**config.mk**
```make
export PLATFORM = sky130hd
export DESIGN_NAME = fetch_pred
export DESIGN_NICKNAME = d
export VERILOG_FILES = /design/src/rtl/fetch_pred_pkg.sv /design/src/rtl/fetch_pred_btb.sv /design/src/rtl/fetch_pred.sv
export SDC_FILE = /design/constraint.sdc
export NUM_CORES = 1
export LEC_CHECK = 0
export CAP_MARGIN = 20
export CORE_MARGIN = 8
export CORE_UTILIZATION = 48
export CTS_CLUSTER_DIAMETER = 120
export DETAILED_ROUTE_END_ITERATION = 8
export PLACE_DENSITY = 0.77
export SKIP_CTS_REPAIR_TIMING = 1
export SYNTH_ARGS = -nofsm -noshare
export SYNTH_HDL_FRONTEND = slang
export SYNTH_SLANG_ARGS = --single-unit
```
**constraint.sdc**
```tcl
create_clock -name CLK -period 28.6 [get_ports CLK]
set_input_delay 4.29 -clock CLK [delete_from_list [all_inputs] [get_ports CLK]]
set_output_delay 4.29 -clock CLK [all_outputs]
set_load 0.1 [all_outputs]
```
**src/rtl/fetch_pred_pkg.sv**
```systemverilog
// fetch_pred_pkg: constants and types shared by the fetch stage and its BTB.
//   CorePcw  - default PC / byte-address width
//   InstW    - instruction word width
//   PcInc    - sequential PC increment (bytes)
//   ResetPc  - fetch address after reset
//   ctr_e    - 2-bit saturating branch counter encodings
//   ctr_step - saturating counter update toward the resolved outcome
package fetch_pred_pkg;

    localparam int unsigned CorePcw = 13;
    localparam int unsigned InstW   = 32;
    localparam int unsigned PcInc   = 4;
    localparam int unsigned ResetPc = 0;

    typedef enum logic [1:0] {
        CtrSnt = 2'b00,
        CtrWnt = 2'b01,
        CtrWt  = 2'b10,
        CtrSt  = 2'b11
    } ctr_e;

    // Move one step toward the outcome, sticking at the strong states.
    function automatic ctr_e ctr_step(ctr_e ctr, logic taken);
        ctr_e res;
        if (taken) begin
            res = (ctr == CtrSt) ? CtrSt : ctr_e'(ctr + 2'd1);
        end else begin
            res = (ctr == CtrSnt) ? CtrSnt : ctr_e'(ctr - 2'd1);
        end
        return res;
    endfunction

endpackage

```
**src/rtl/fetch_pred_btb.sv**
```systemverilog
// btb_2bit: direct-mapped branch target buffer with 2-bit saturating counters.
//   clk_i, rst_i   - clock (rising edge), asynchronous active-high reset
//   lookup_pc_i    - PC being fetched; lookup is purely combinational
//   hit_o          - entry valid and tag matches
//   taken_o        - hit and counter in a taken state
//   target_o       - stored target on hit, else 0
//   upd_valid_i    - resolved branch/jump this cycle; train the entry
//   upd_pc_i       - PC of the resolved branch
//   upd_taken_i    - actual outcome
//   upd_target_i   - actual target
module btb_2bit
    import fetch_pred_pkg::*;
#(
    parameter int unsigned PCW  = CorePcw,
    parameter int unsigned IDXW = 4
) (
    input  logic           clk_i,
    input  logic           rst_i,
    input  logic [PCW-1:0] lookup_pc_i,
    output logic           hit_o,
    output logic           taken_o,
    output logic [PCW-1:0] target_o,
    input  logic           upd_valid_i,
    input  logic [PCW-1:0] upd_pc_i,
    input  logic           upd_taken_i,
    input  logic [PCW-1:0] upd_target_i
);

    localparam int unsigned TAGW    = PCW - IDXW - 2;
    localparam int unsigned Entries = 2 ** IDXW;

    logic [Entries-1:0] valid_q, valid_d;
    logic [TAGW-1:0]    tag_q [Entries];
    logic [TAGW-1:0]    tag_d [Entries];
    logic [PCW-1:0]     tgt_q [Entries];
    logic [PCW-1:0]     tgt_d [Entries];
    ctr_e               ctr_q [Entries];
    ctr_e               ctr_d [Entries];

    logic [IDXW-1:0] lk_idx;
    logic [TAGW-1:0] lk_tag;
    logic [IDXW-1:0] upd_idx;
    logic [TAGW-1:0] upd_tag;
    logic            upd_hit;
    logic [PCW-1:0]  upd_tgt_aligned;

    // Byte-offset bits never reach the fetch PC.
    logic unused_low_bits;
    assign unused_low_bits = ^{lookup_pc_i[1:0], upd_pc_i[1:0], upd_target_i[1:0]};

    assign lk_idx  = lookup_pc_i[IDXW+1:2];
    assign lk_tag  = lookup_pc_i[PCW-1:IDXW+2];
    assign upd_idx = upd_pc_i[IDXW+1:2];
    assign upd_tag = upd_pc_i[PCW-1:IDXW+2];

    // Targets are stored word-aligned so a predicted PC keeps pc[1:0] == 0.
    assign upd_tgt_aligned = {upd_target_i[PCW-1:2], 2'b00};

    assign upd_hit = valid_q[upd_idx] && (tag_q[upd_idx] == upd_tag);

    // Lookup reads the pre-edge contents; same-cycle training shows next cycle.
    always_comb begin
        hit_o    = valid_q[lk_idx] && (tag_q[lk_idx] == lk_tag);
        taken_o  = hit_o && ctr_q[lk_idx][1];
        target_o = hit_o ? tgt_q[lk_idx] : '0;
    end

    always_comb begin
        valid_d = valid_q;
        tag_d   = tag_q;
        tgt_d   = tgt_q;
        ctr_d   = ctr_q;
        if (upd_valid_i) begin
            if (upd_hit) begin
                ctr_d[upd_idx] = ctr_step(ctr_q[upd_idx], upd_taken_i);
                if (upd_taken_i) begin
                    tgt_d[upd_idx] = upd_tgt_aligned;
                end
            end else if (upd_taken_i) begin
                // Allocate on a taken miss, evicting whatever held this index.
                valid_d[upd_idx] = 1'b1;
                tag_d[upd_idx]   = upd_tag;
                tgt_d[upd_idx]   = upd_tgt_aligned;
                ctr_d[upd_idx]   = CtrWt;
            end
        end
    end

    always_ff @(posedge clk_i or posedge rst_i) begin
        if (rst_i) begin
            valid_q <= '0;
            for (int i = 0; i < Entries; i++) begin
                tag_q[i] <= '0;
                tgt_q[i] <= '0;
                ctr_q[i] <= CtrWnt;
            end
        end else begin
            valid_q <= valid_d;
            tag_q   <= tag_d;
            tgt_q   <= tgt_d;
            ctr_q   <= ctr_d;
        end
    end

endmodule

```
**src/rtl/fetch_pred.sv**
```systemverilog
// fetch_pred: RV32I fetch stage with BTB-based next-PC prediction.
//   CLK, RST      - clock (rising edge), asynchronous active-high reset
//   stall         - hold the PC
//   fail_predict  - redirect to redirect_pc (overrides stall)
//   redirect_pc   - correct next PC; low two bits are dropped
//   upd_*         - branch resolution from execute, trains the BTB
//   imem_addr     - instruction memory address (current PC)
//   imem_rdata    - instruction word, combinational read
//   pcF, instF    - current fetch PC and instruction
//   predF         - current instruction predicted taken
//   pred_tgtF     - predicted target (0 on BTB miss)
module fetch_pred
    import fetch_pred_pkg::*;
#(
    parameter int unsigned PCW  = CorePcw,
    parameter int unsigned IDXW = 4
) (
    input  logic             CLK,
    input  logic             RST,
    input  logic             stall,
    input  logic             fail_predict,
    input  logic [PCW-1:0]   redirect_pc,
    input  logic             upd_valid,
    input  logic [PCW-1:0]   upd_pc,
    input  logic             upd_taken,
    input  logic [PCW-1:0]   upd_target,
    output logic [PCW-1:0]   imem_addr,
    input  logic [InstW-1:0] imem_rdata,
    output logic [PCW-1:0]   pcF,
    output logic [InstW-1:0] instF,
    output logic             predF,
    output logic [PCW-1:0]   pred_tgtF
);

    logic [PCW-1:0] pc_q, pc_d;
    logic           btb_hit;
    logic           btb_taken;
    logic [PCW-1:0] btb_target;

    logic unused_redirect_low;
    assign unused_redirect_low = ^redirect_pc[1:0];

    btb_2bit #(
        .PCW  (PCW),
        .IDXW (IDXW)
    ) u_btb (
        .clk_i        (CLK),
        .rst_i        (RST),
        .lookup_pc_i  (pc_q),
        .hit_o        (btb_hit),
        .taken_o      (btb_taken),
        .target_o     (btb_target),
        .upd_valid_i  (upd_valid),
        .upd_pc_i     (upd_pc),
        .upd_taken_i  (upd_taken),
        .upd_target_i (upd_target)
    );

    assign predF     = btb_hit & btb_taken;
    assign pred_tgtF = btb_target;
    assign pcF       = pc_q;
    assign imem_addr = pc_q;
    assign instF     = imem_rdata;

    // Redirect beats stall; a predicted-taken target is taken with no bubble.
    always_comb begin
        pc_d = pc_q;
        if (fail_predict) begin
            pc_d = {redirect_pc[PCW-1:2], 2'b00};
        end else if (stall) begin
            pc_d = pc_q;
        end else if (predF) begin
            pc_d = pred_tgtF;
        end else begin
            pc_d = pc_q + PCW'(PcInc);
        end
    end

    always_ff @(posedge CLK or posedge RST) begin
        if (RST) begin
            pc_q <= PCW'(ResetPc);
        end else begin
            pc_q <= pc_d;
        end
    end

endmodule

```
==> results.sh <==
export IMPL_drcViolationCount=0
export IMPL_h_tree_depth=2
export IMPL_cts_max_path_buffers=3
export IMPL_layout_drive_gt1_share_pct=42.5
export IMPL_timing_final_setup_violations=0
export IMPL_maxSlewViolCount=0
export IMPL_maximum_number_of_pins_on_one_net_before_global_route_repair=142
export IMPL_cts_reportedPaths_clkPinSlew_ns=0.06
export IMPL_outcome="finished, final reports clean"
export IMPL_routed_wl_mm=46.8
export IMPL_die_area_mm2=0.0446
export IMPL_critPathLaunch="imem_addr[3]"
export IMPL_setup_worst_path_start_class="register"
export IMPL_io_buffer_count=72
export IMPL_start_point_of_the_worst_min_delay_path="u_btb.ctr_q[16]"
export IMPL_post_route_util_pct=54.1
export IMPL_timing_hold_ws_ns=0.479
export IMPL_routed_via_count=11470
export IMPL_critical_path_class="register to output pin"
export IMPL_worstReg2RegStart="imem_addr[3]"
export IMPL_dr_first_iter_drc_count=1175
export IMPL_design_core_area_mm2=0.0376
export IMPL_floorplan_die_width_um=211
export IMPL_synth_edff_count=0
export IMPL_finalWorstSetupSlack_ns=17.56
export IMPL_clock_tree_root_cell="sky130_fd_sc_hd__clkbuf_16"
export IMPL_clock_sinks=347
export IMPL_detail_route_wl_per_cell_um=25.3
export IMPL_initial_antenna_violation_count=3
export IMPL_post_route_cell_area_mm2=0.0203
export IMPL_pre_cts_slack_ns=17.87
export IMPL_critical_path_peak_fanout=34
export IMPL_final_period_minus_worst_setup_slack_ns=11.04
export IMPL_finalCritPeriodShare_pct=38.6
export IMPL_grt_setup_unrepaired="no"
export IMPL_max_cap_violations=0
export IMPL_ios=149
export IMPL_synth_area_mm2=0.0183
export IMPL_synth_cells_most_frequent="sky130_fd_sc_hd__dfrtp_1 (331), sky130_fd_sc_hd__mux2_2 (294), sky130_fd_sc_hd__mux4_2 (126), sky130_fd_sc_hd__buf_4 (54), sky130_fd_sc_hd__clkbuf_1 (51)"
export IMPL_routabilityCongestion=0.856
export IMPL_floorplan_rows=71
export IMPL_synthCells=1323
export IMPL_power_density_cell_area_mw_per_mm2=73.0
export IMPL_max_slew_worst_pin_slew_ns=1.13
export IMPL_synthMostInstantiatedCell="sky130_fd_sc_hd__dfrtp_1"
export IMPL_dpl_instance_area_mm2=0.0190
export IMPL_dp_hpwl_mm=28.9
export IMPL_syn_mean_instance_area_um2=13.8
export IMPL_setup_total_negative_slack_ns=0
export IMPL_yosysSeqAreaShare_pct=47.6
export IMPL_dieHeight_um=211
export IMPL_worstSkewPairLatency_ns=0.55
export IMPL_synth_top_cells_by_area="sky130_fd_sc_hd__dfrtp_1 (45%), sky130_fd_sc_hd__mux2_2 (18%), sky130_fd_sc_hd__mux4_2 (16%)"
export IMPL_max_clk_rate_mhz=90.6
export IMPL_synth_seq_cells=347
export IMPL_num_nets_final=1387
export IMPL_grt_overflow=0
export IMPL_total_leakage_power_nw=8.46
export IMPL_grt_pass1_wl_mm=72.6
export IMPL_synth_top_cell_area_share_pct=45.3
export IMPL_grt_pass1_vias=12181
export IMPL_synth_top_flop_cell="sky130_fd_sc_hd__dfrtp_1"
export IMPL_floorplan_initialDensity_pct=48.7
export IMPL_cts_buffers_inserted=38
export IMPL_data_required_time_at_the_worst_endpoint_ns=24.31
export IMPL_grt_usage_pct=21.1
export IMPL_report_final_hold_viol_count=0
export IMPL_drt_vias_per_instance=6.21
export IMPL_synth_cell_type_count=54
export IMPL_skew_ns=0.0137
export IMPL_synthArstFlopShare_pct=100
export IMPL_detail_route_antenna_nets=0
export IMPL_worst_ir_drop_vdd_mv=0.0447
export IMPL_area_growth_synth_to_final_pct=11.0
export IMPL_yosysWarnings=0
export IMPL_path_category_of_the_worst_min_delay_check="register to register"
export IMPL_max_slew_margin_pct=24.0
export IMPL_detailedRoute_firstPassIterationCount=5
export IMPL_netlist_top_cell_by_area="sky130_fd_sc_hd__dfrtp_1"
export IMPL_worstSetupEndpointType="output pin"
export IMPL_cts_tree="yes"
export IMPL_crit_path_dat_ns=6.75
[report_power, final]
group / switching, W / internal [W] / total [W] / leakage [nW]
Sequential: 0.0000676 / 0.000578 / 0.000646 / 4.30
Combinational: 0.000172 / 0.000185 / 0.000357 / 3.56
Clock: 0.000200 / 0.000279 / 0.000479 / 0.600
Total: 0.000439 / 0.00104 / 0.00148 / 8.46
[cell type report]
type	count	area, um^2
Multi-Input combinational cell	800	8710
Clock buffer	56	1110
Timing Repair Buffer	93	913
Sequential cell	347	8710
Inverter	29	116
Clock inverter	8	106
Fill cell	2988	17300
Tap cell	511	639
Antenna cell	3	7.51
[layout by cell type (no fill, tap or decap), drive strengths merged, types with 4 or more instances in the layout]
cell type,instances
nand2,33
buf,21
nor3,18
and3,13
xnor2,13
nor2b,7
nand2b,14
mux2,294
o41ai,10
mux2i,37
or2,17
mux4,126
nor4,4
nand4,4
dfstp,16
dfrtp,331
clkdlybuf4s50,70
o2bb2ai,16
nand3,12
clkinv,5
a21oi,21
conb,6
and2,11
clkbuf,58
o21ai,33
a22oi,28
xor2,7
nand3b,4
a41oi,9
nor2,39
inv,31
[metrics by stage]
| stage | instances | total power (W) |
|---|---|---|
| 6_report | 1847 | 0.00148 |
| 5_1_grt | 1847 | 0.00154 |
| 4_1_cts | 1839 | 0.00149 |
| 3_5_place_dp | 1775 | 0.00101 |
| 3_3_place_gp | 1774 | 0.000990 |
| 2_1_floorplan | 1328 | 0.000939 |
[cells by family after synthesis]
kind of cell,synth area share [%]
AO/OA/AOI/OAI,4.97
buffers and inverters,5.08
flip-flops,47.6
XOR/XNOR,0.957
AND/OR/NAND/NOR,5.66
multiplexers,35.6
adder cells (fa/ha/maj),0.123
other,0.0205
[path summary, 6_finish.rpt]
kind	endpoint	slack [ns]	cells after the start
min reg2reg	u_btb.ctr_q[16]	0.48	1
max in group asynchronous	u_btb.ctr_q[20]	22.23	5
max	pred_tgtF[9]	17.56	10
min in group asynchronous	u_btb.tag_q[2]	4.31	2
min	u_btb.ctr_q[16]	0.48	1
max reg2reg	imem_addr[10]	23.64	8
[routing by layer]
| layer | GRT usage (%) | wire (um) |
|---|---|---|
| met1 | 28.3 | 19400 |
| met2 | 33.8 | 22800 |
| met3 | 3.71 | 3010 |
| met4 | 8.64 | 1600 |
| met5 | 0 | 0 |
[critical path: stages (launching register included)]
cell and delay (ns):
sky130_fd_sc_hd__dfrtp_4 0.73, sky130_fd_sc_hd__buf_4 0.59, sky130_fd_sc_hd__buf_4 0.60, sky130_fd_sc_hd__mux4_2 0.57, sky130_fd_sc_hd__mux4_2 0.52, sky130_fd_sc_hd__xnor2_1 0.20, sky130_fd_sc_hd__nand4_1 0.65, sky130_fd_sc_hd__nor3_1 0.73
sky130_fd_sc_hd__clkbuf_2 0.28, sky130_fd_sc_hd__and2_1 0.15, sky130_fd_sc_hd__clkdlybuf4s50_1 1.13
[flip-flops by register name (all words and copies together), names as in the netlist]
signal	cells
u_btb.ctr_q	32
u_btb.valid_q	16
imem_addr	11
u_btb.tag_q	112
u_btb.tgt_q	176
Power figures use the tool's default switching activity.
